**config.mk**
```make
export PLATFORM = sky130hd
export DESIGN_NAME = register_bank_multiport
export DESIGN_NICKNAME = d
export VERILOG_FILES = /design/src/rtl/register_bank_multiport_pkg.sv /design/src/rtl/register_bank_multiport_read_port.sv /design/src/rtl/register_bank_multiport.sv
export SDC_FILE = /design/constraint.sdc
export NUM_CORES = 2
export LEC_CHECK = 0
export ABC_CLOCK_PERIOD_IN_PS = 7400
export CORE_UTILIZATION = 50
export DETAILED_ROUTE_END_ITERATION = 8
export PLACE_DENSITY = 0.63
export SLEW_MARGIN = 10
export SYNTH_ARGS = -nofsm -noshare
export SYNTH_HDL_FRONTEND = slang
export SYNTH_SLANG_ARGS = --single-unit
```
**constraint.sdc**
```tcl
create_clock -name clock_i -period 7.4 [get_ports clock_i]
set_input_delay 1.48 -clock clock_i [delete_from_list [all_inputs] [get_ports clock_i]]
set_output_delay 1.48 -clock clock_i [all_outputs]
set_load 0.05 [all_outputs]
```
**src/rtl/register_bank_multiport_pkg.sv**
```systemverilog
// Shared constants, FSM encoding and packed-bus slice helpers for the
// multiport register bank.
package register_bank_multiport_pkg;

  localparam int RB_DATA_WIDTH = 64;
  localparam int RB_ADDR_WIDTH = 5;
  localparam int RB_ZERO_REG   = 31;

  typedef enum logic {
    ST_IDLE     = 1'b0,
    ST_CLEARING = 1'b1
  } rb_state_e;

  // LSB of port k inside a packed address bus
  function automatic int unsigned addr_lsb(input int unsigned port, input int unsigned aw);
    return port * aw;
  endfunction

  // LSB of port k inside a packed data bus
  function automatic int unsigned data_lsb(input int unsigned port, input int unsigned dw);
    return port * dw;
  endfunction

endpackage

```
**src/rtl/register_bank_multiport_read_port.sv**
```systemverilog
// One combinational read port: busy mask, hardwired zero register,
// optional same-cycle write bypass, then the array mux.
module register_read_port
  import register_bank_multiport_pkg::*;
#(
  parameter int DATA_WIDTH = RB_DATA_WIDTH,
  parameter int ADDR_WIDTH = RB_ADDR_WIDTH,
  parameter int ZERO_REG   = RB_ZERO_REG,
  parameter bit BYPASS     = 1'b1
) (
  input  logic                                          busy_i,
  input  logic [ADDR_WIDTH-1:0]                         rd_addr_i,
  input  logic [(1<<ADDR_WIDTH)-1:0][DATA_WIDTH-1:0]    array_i,
  input  logic                                          wr_en_i,
  input  logic [ADDR_WIDTH-1:0]                         wr_addr_i,
  input  logic [DATA_WIDTH-1:0]                         wr_data_i,
  output logic [DATA_WIDTH-1:0]                         rd_data_o
);

  logic is_zero;
  logic hit;

  assign is_zero = (rd_addr_i == ADDR_WIDTH'(ZERO_REG));
  assign hit     = BYPASS && wr_en_i && (wr_addr_i == rd_addr_i);

  // Priority: busy, then zero register, then bypass, then stored value
  always_comb begin
    rd_data_o = '0;
    if (busy_i || is_zero) begin
      rd_data_o = '0;
    end else if (hit) begin
      rd_data_o = wr_data_i;
    end else begin
      rd_data_o = array_i[rd_addr_i];
    end
  end

endmodule

```
**src/rtl/register_bank_multiport.sv**
```systemverilog
// Single-write, N-read register bank with a zero register, optional
// write bypass and a sequential clear engine driven after reset/clear.
module register_bank_multiport
  import register_bank_multiport_pkg::*;
#(
  parameter int DATA_WIDTH = RB_DATA_WIDTH,
  parameter int ADDR_WIDTH = RB_ADDR_WIDTH,
  parameter int READ_PORTS = 2,
  parameter int ZERO_REG   = RB_ZERO_REG,
  parameter bit BYPASS     = 1'b1
) (
  input  logic                             clock_i,
  input  logic                             reset_i,
  input  logic                             clear_i,
  input  logic                             write_i,
  input  logic [ADDR_WIDTH-1:0]            write_address_i,
  input  logic [DATA_WIDTH-1:0]            write_data_i,
  input  logic [READ_PORTS*ADDR_WIDTH-1:0] read_address_i,
  output logic [READ_PORTS*DATA_WIDTH-1:0] read_data_o,
  output logic                             busy_o,
  output logic                             write_dropped_o
);

  localparam int DEPTH = 1 << ADDR_WIDTH;
  localparam logic [ADDR_WIDTH-1:0] LAST_IDX = ADDR_WIDTH'(DEPTH - 1);
  localparam logic [ADDR_WIDTH-1:0] ZR       = ADDR_WIDTH'(ZERO_REG);

  rb_state_e                          state_q, state_d;
  logic [ADDR_WIDTH-1:0]              clr_idx_q, clr_idx_d;
  logic                               wdrop_q, wdrop_d;
  logic [DEPTH-1:0][DATA_WIDTH-1:0]   array_q;

  logic                               arr_we;
  logic [ADDR_WIDTH-1:0]              arr_addr;
  logic [DATA_WIDTH-1:0]              arr_wdata;

  always_comb begin
    state_d   = state_q;
    clr_idx_d = clr_idx_q;
    arr_we    = 1'b0;
    arr_addr  = write_address_i;
    arr_wdata = write_data_i;
    wdrop_d   = write_i && ((state_q == ST_CLEARING) || (write_address_i == ZR) || clear_i);
    case (state_q)
      ST_IDLE: begin
        if (clear_i) begin
          state_d   = ST_CLEARING;
          clr_idx_d = '0;
        end else if (write_i && (write_address_i != ZR)) begin
          arr_we = 1'b1;
        end
      end
      ST_CLEARING: begin
        arr_we    = 1'b1;
        arr_addr  = clr_idx_q;
        arr_wdata = '0;
        if (clear_i) begin
          clr_idx_d = '0;
        end else if (clr_idx_q == LAST_IDX) begin
          state_d   = ST_IDLE;
          clr_idx_d = '0;
        end else begin
          clr_idx_d = clr_idx_q + 1'b1;
        end
      end
      default: begin
        state_d   = ST_CLEARING;
        clr_idx_d = '0;
      end
    endcase
  end

  always_ff @(posedge clock_i) begin
    if (reset_i) begin
      state_q   <= ST_CLEARING;
      clr_idx_q <= '0;
      wdrop_q   <= 1'b0;
    end else begin
      state_q   <= state_d;
      clr_idx_q <= clr_idx_d;
      wdrop_q   <= wdrop_d;
    end
  end

  // Storage has no reset; the clear engine is what zeroes it
  always_ff @(posedge clock_i) begin
    if (!reset_i && arr_we) begin
      array_q[arr_addr] <= arr_wdata;
    end
  end

  assign busy_o          = (state_q == ST_CLEARING);
  assign write_dropped_o = wdrop_q;

  for (genvar k = 0; k < READ_PORTS; k++) begin : g_rp
    register_read_port #(
      .DATA_WIDTH (DATA_WIDTH),
      .ADDR_WIDTH (ADDR_WIDTH),
      .ZERO_REG   (ZERO_REG),
      .BYPASS     (BYPASS)
    ) u_rp (
      .busy_i    (busy_o),
      .rd_addr_i (read_address_i[addr_lsb(k, ADDR_WIDTH) +: ADDR_WIDTH]),
      .array_i   (array_q),
      .wr_en_i   (write_i),
      .wr_addr_i (write_address_i),
      .wr_data_i (write_data_i),
      .rd_data_o (read_data_o[data_lsb(k, DATA_WIDTH) +: DATA_WIDTH])
    );
  end

endmodule

```
==> summary.txt <==
Status = complete, no violations
Detailed Place HPWL = 166,000 um
Final Skew = 31.2 ps
Post-CTS setup buffer count = 0
Die ar. = 0.192 mm2
Placeable Area = 0.188 mm2
Routed vias/inst = 7.23
Commonest cells in the netlist = edfxtp_1 (2,048), mux4_2 (818), mux2i_1 (462), clkbuf_1 (214), a21oi_1 (187)
CTS resizes = 0
Syn_nets = 5,091
Worst vdd ir = 0.176 mV
Layout cells sized above 1 = 28.9%
Endpoint, Worst Hold = clr_idx_q[0]
Most used cell, CP = clkdlybuf4s50_1
Slew Viols, Final = 0
Switching Share = 22.2%
Net Switching = 0.00561 W
Global-route wire length before repair = 434,000 um
Synth Register Bits = 2,055
Mapped Area = 0.0951 mm2
Worst-Skew Late Latency = 870 ps
Synth top area share = 64.7%
Max transition margin = 14.6%
Post-route minimum period = 6730 ps
Chip Width = 438 um
Placement-stage cell area = 0.102 mm2
Worst Tran Pin Value = 1280 ps
Vias in the first global route = 57.0k
CP max-delay cell = clkdlybuf4s50_1
Total Routing Usage GR = 32.2%
DR pass1 iterations = 5
H-tree depth = 4
Cts bufs inserted = 211
MaxCap Viol Count = 0
RSZ-0062 raised after global routing = false
Min-Delay Path Depth = 2
# IOs = 213
Final setup fails = 0
Starting density of the core = 50.5%
WL/cell = 38.9 um
Setup slack, reg-to-reg = 3120 ps
Mean Syn Cell Area = 19.0 um2
CP Data Arrival Time = 5250 ps
Max Fanout on Critical Path = 26
Combined buffer and inverter count along the critical path = 4
Die Y = 438 um
Synth top area cells = edfxtp_1 (65%), mux4_2 (19%), mux2i_1 (4.9%)
Final-report hold violation count = 0
CP top delay family = buffers and inverters
Cell count after synthesis = 5,006
Cts hold-fix bufs = 0
Area leader, netlist = edfxtp_1
Final worst path period share = 90.9%
Initial DRC Count = 7,918
Synth cell types = 55
Yosys warnings = 0
RR Startpoint = busy_o
R2R Path End = array_q[1450]
Crit-path cells = clkdlybuf4s50_1, nand3b_1, buf_12, buf_4, o22ai_1, a2111oi_0, a21oi_1, a22o_1, clkdlybuf4s50_1
Port bufs = 212
Antenna Violating Nets Remaining = 0
CP startpoint kind = input pin
Pwr dens = 232 mW/mm2
Sequential share of the synthesized area = 64.8%
Hold crit path type = register to register
Final GP Congestion = 0.815
Final net count = 5,365
Row count = 159
Via Count = 57.5k
Dominant synthesized flop cell = edfxtp_1
Clock Sinks = 2,055
Root Driver = clkbuf_16
Critical Path End Type = output pin
WS Path Type = input pin to output pin
Final instance area = 0.109 mm2
Slowest Stage Delay on Critical Path = 860 ps
Required time worst endpoint = 5920 ps
Clock power frac = 43.0%
Drt total wl = 309,000 um
Cell Int Power = 0.0197 W
Hold Startpoint = clr_idx_q[0]
FMAX = 0.149 GHz
Reg2Reg Depth = 5
Area Overhead vs Synth = 14.7%
Final WS setup = 671 ps
Clk buf depth = 3
Largest net degree at the start of global routing = 119
CTS tree = done
Total gr overflow = 0
Leakage = 35.6 nW
Post-synth EDFFs = 2,048
Most common cell in the netlist = edfxtp_1
Residual DRC = 0
Initial antenna violation count = 4
Clock slew at reported path FFs = 60 ps
Post-synth ARST share = 0%
Flop pwr share = 50.1%
Comb power frac = 6.9%
TNS Setup = 0 ps
DP Worst Slack = 683 ps
[registers in the layout (all words and copies together), names as in the netlist]
register         cells
write_dropped_o      1
busy_o               1
clr_idx_q            5
array_q           2048
[layer usage]
metal / global-route usage, % / wire, um / vias to the layer above
li1: - / - / 22360
met1: 46.0 / 118000 / 30658
met2: 49.8 / 144000 / 3876
met3: 6.07 / 35000 / 646
met4: 12.0 / 12300 / 2
met5: 0 / 13 / -
[placed cells by master, fill, tap and decap left out, types with 109 or more instances in the layout]
| master | netlist | routed |
|---|---|---|
| edfxtp_1 | 2048 | 2048 |
| clkbuf_16 | 0 | 214 |
| buf_12 | 0 | 116 |
| a21oi_1 | 187 | 187 |
| a22oi_1 | 172 | 172 |
| mux2i_1 | 462 | 462 |
| buf_4 | 20 | 246 |
| mux4_2 | 818 | 818 |
| nand2_1 | 109 | 109 |
| a22o_1 | 148 | 148 |
| clkdlybuf4s50_1 | 0 | 116 |
[stage by stage]
stage / power, W / instances / util, % / hold slack, ps
floorplan: 0.0140 / 5006 / - / 481
global placement: 0.0146 / 7562 / 54.2 / 519
detailed placement: 0.0146 / 7562 / 54.2 / 546
CTS: 0.0254 / 7956 / 57.9 / 555
global route: 0.0259 / 7958 / 57.9 / 597
finish: 0.0253 / 7959 / 57.9 / 568
[worst reg2reg max path: stages, from the launching register on]
cell	delay (ps)
dfxtp_4	540
or4b_2	700
a21oi_1	360
nand2_1	540
nor2_4	1130
buf_4	610
[kinds of logic after synthesis]
kind of cell,share of synthesized area [%]
buffers and inverters,2.06
flip-flops,64.8
multiplexers,24.3
AO/OA/AOI/OAI,7.05
AND/OR/NAND/NOR,1.72
XOR/XNOR,0.0921
adder cells (fa/ha/maj),0.0263
[area by class of cell]
type	count	area (um2)
well taps	2495	3120
repair buffers	487	5440
fillers	13866	79300
multi-input cells	2524	31900
clock buffers	245	5470
flip-flops and latches	2055	61600
inverters	1	3.75
clock inverters	149	1540
diodes	3	7.51
[power by group through the flow]
stage               clock network (W)  logic, W  registers, W
global placement                    0   0.00173        0.0129
global route                   0.0114   0.00181        0.0127
CTS                            0.0110   0.00174        0.0127
finish                         0.0109   0.00175        0.0127
floorplan                           0   0.00113        0.0129
detailed placement                  0   0.00173        0.0129
[worst max-delay path by stage]
stage,startpoint,to,slack [ps],cells after the start
after floorplan,write_address_i[0],array_q[1024],1700,4
after global placement,read_address_i[8],read_data_o[75],720,9
after detailed placement,read_address_i[8],read_data_o[75],680,9
after CTS,read_address_i[8],read_data_o[75],680,9
after global routing,read_address_i[8],read_data_o[119],580,8
final,read_address_i[8],read_data_o[75],670,9
Power figures use the tool's default switching activity.
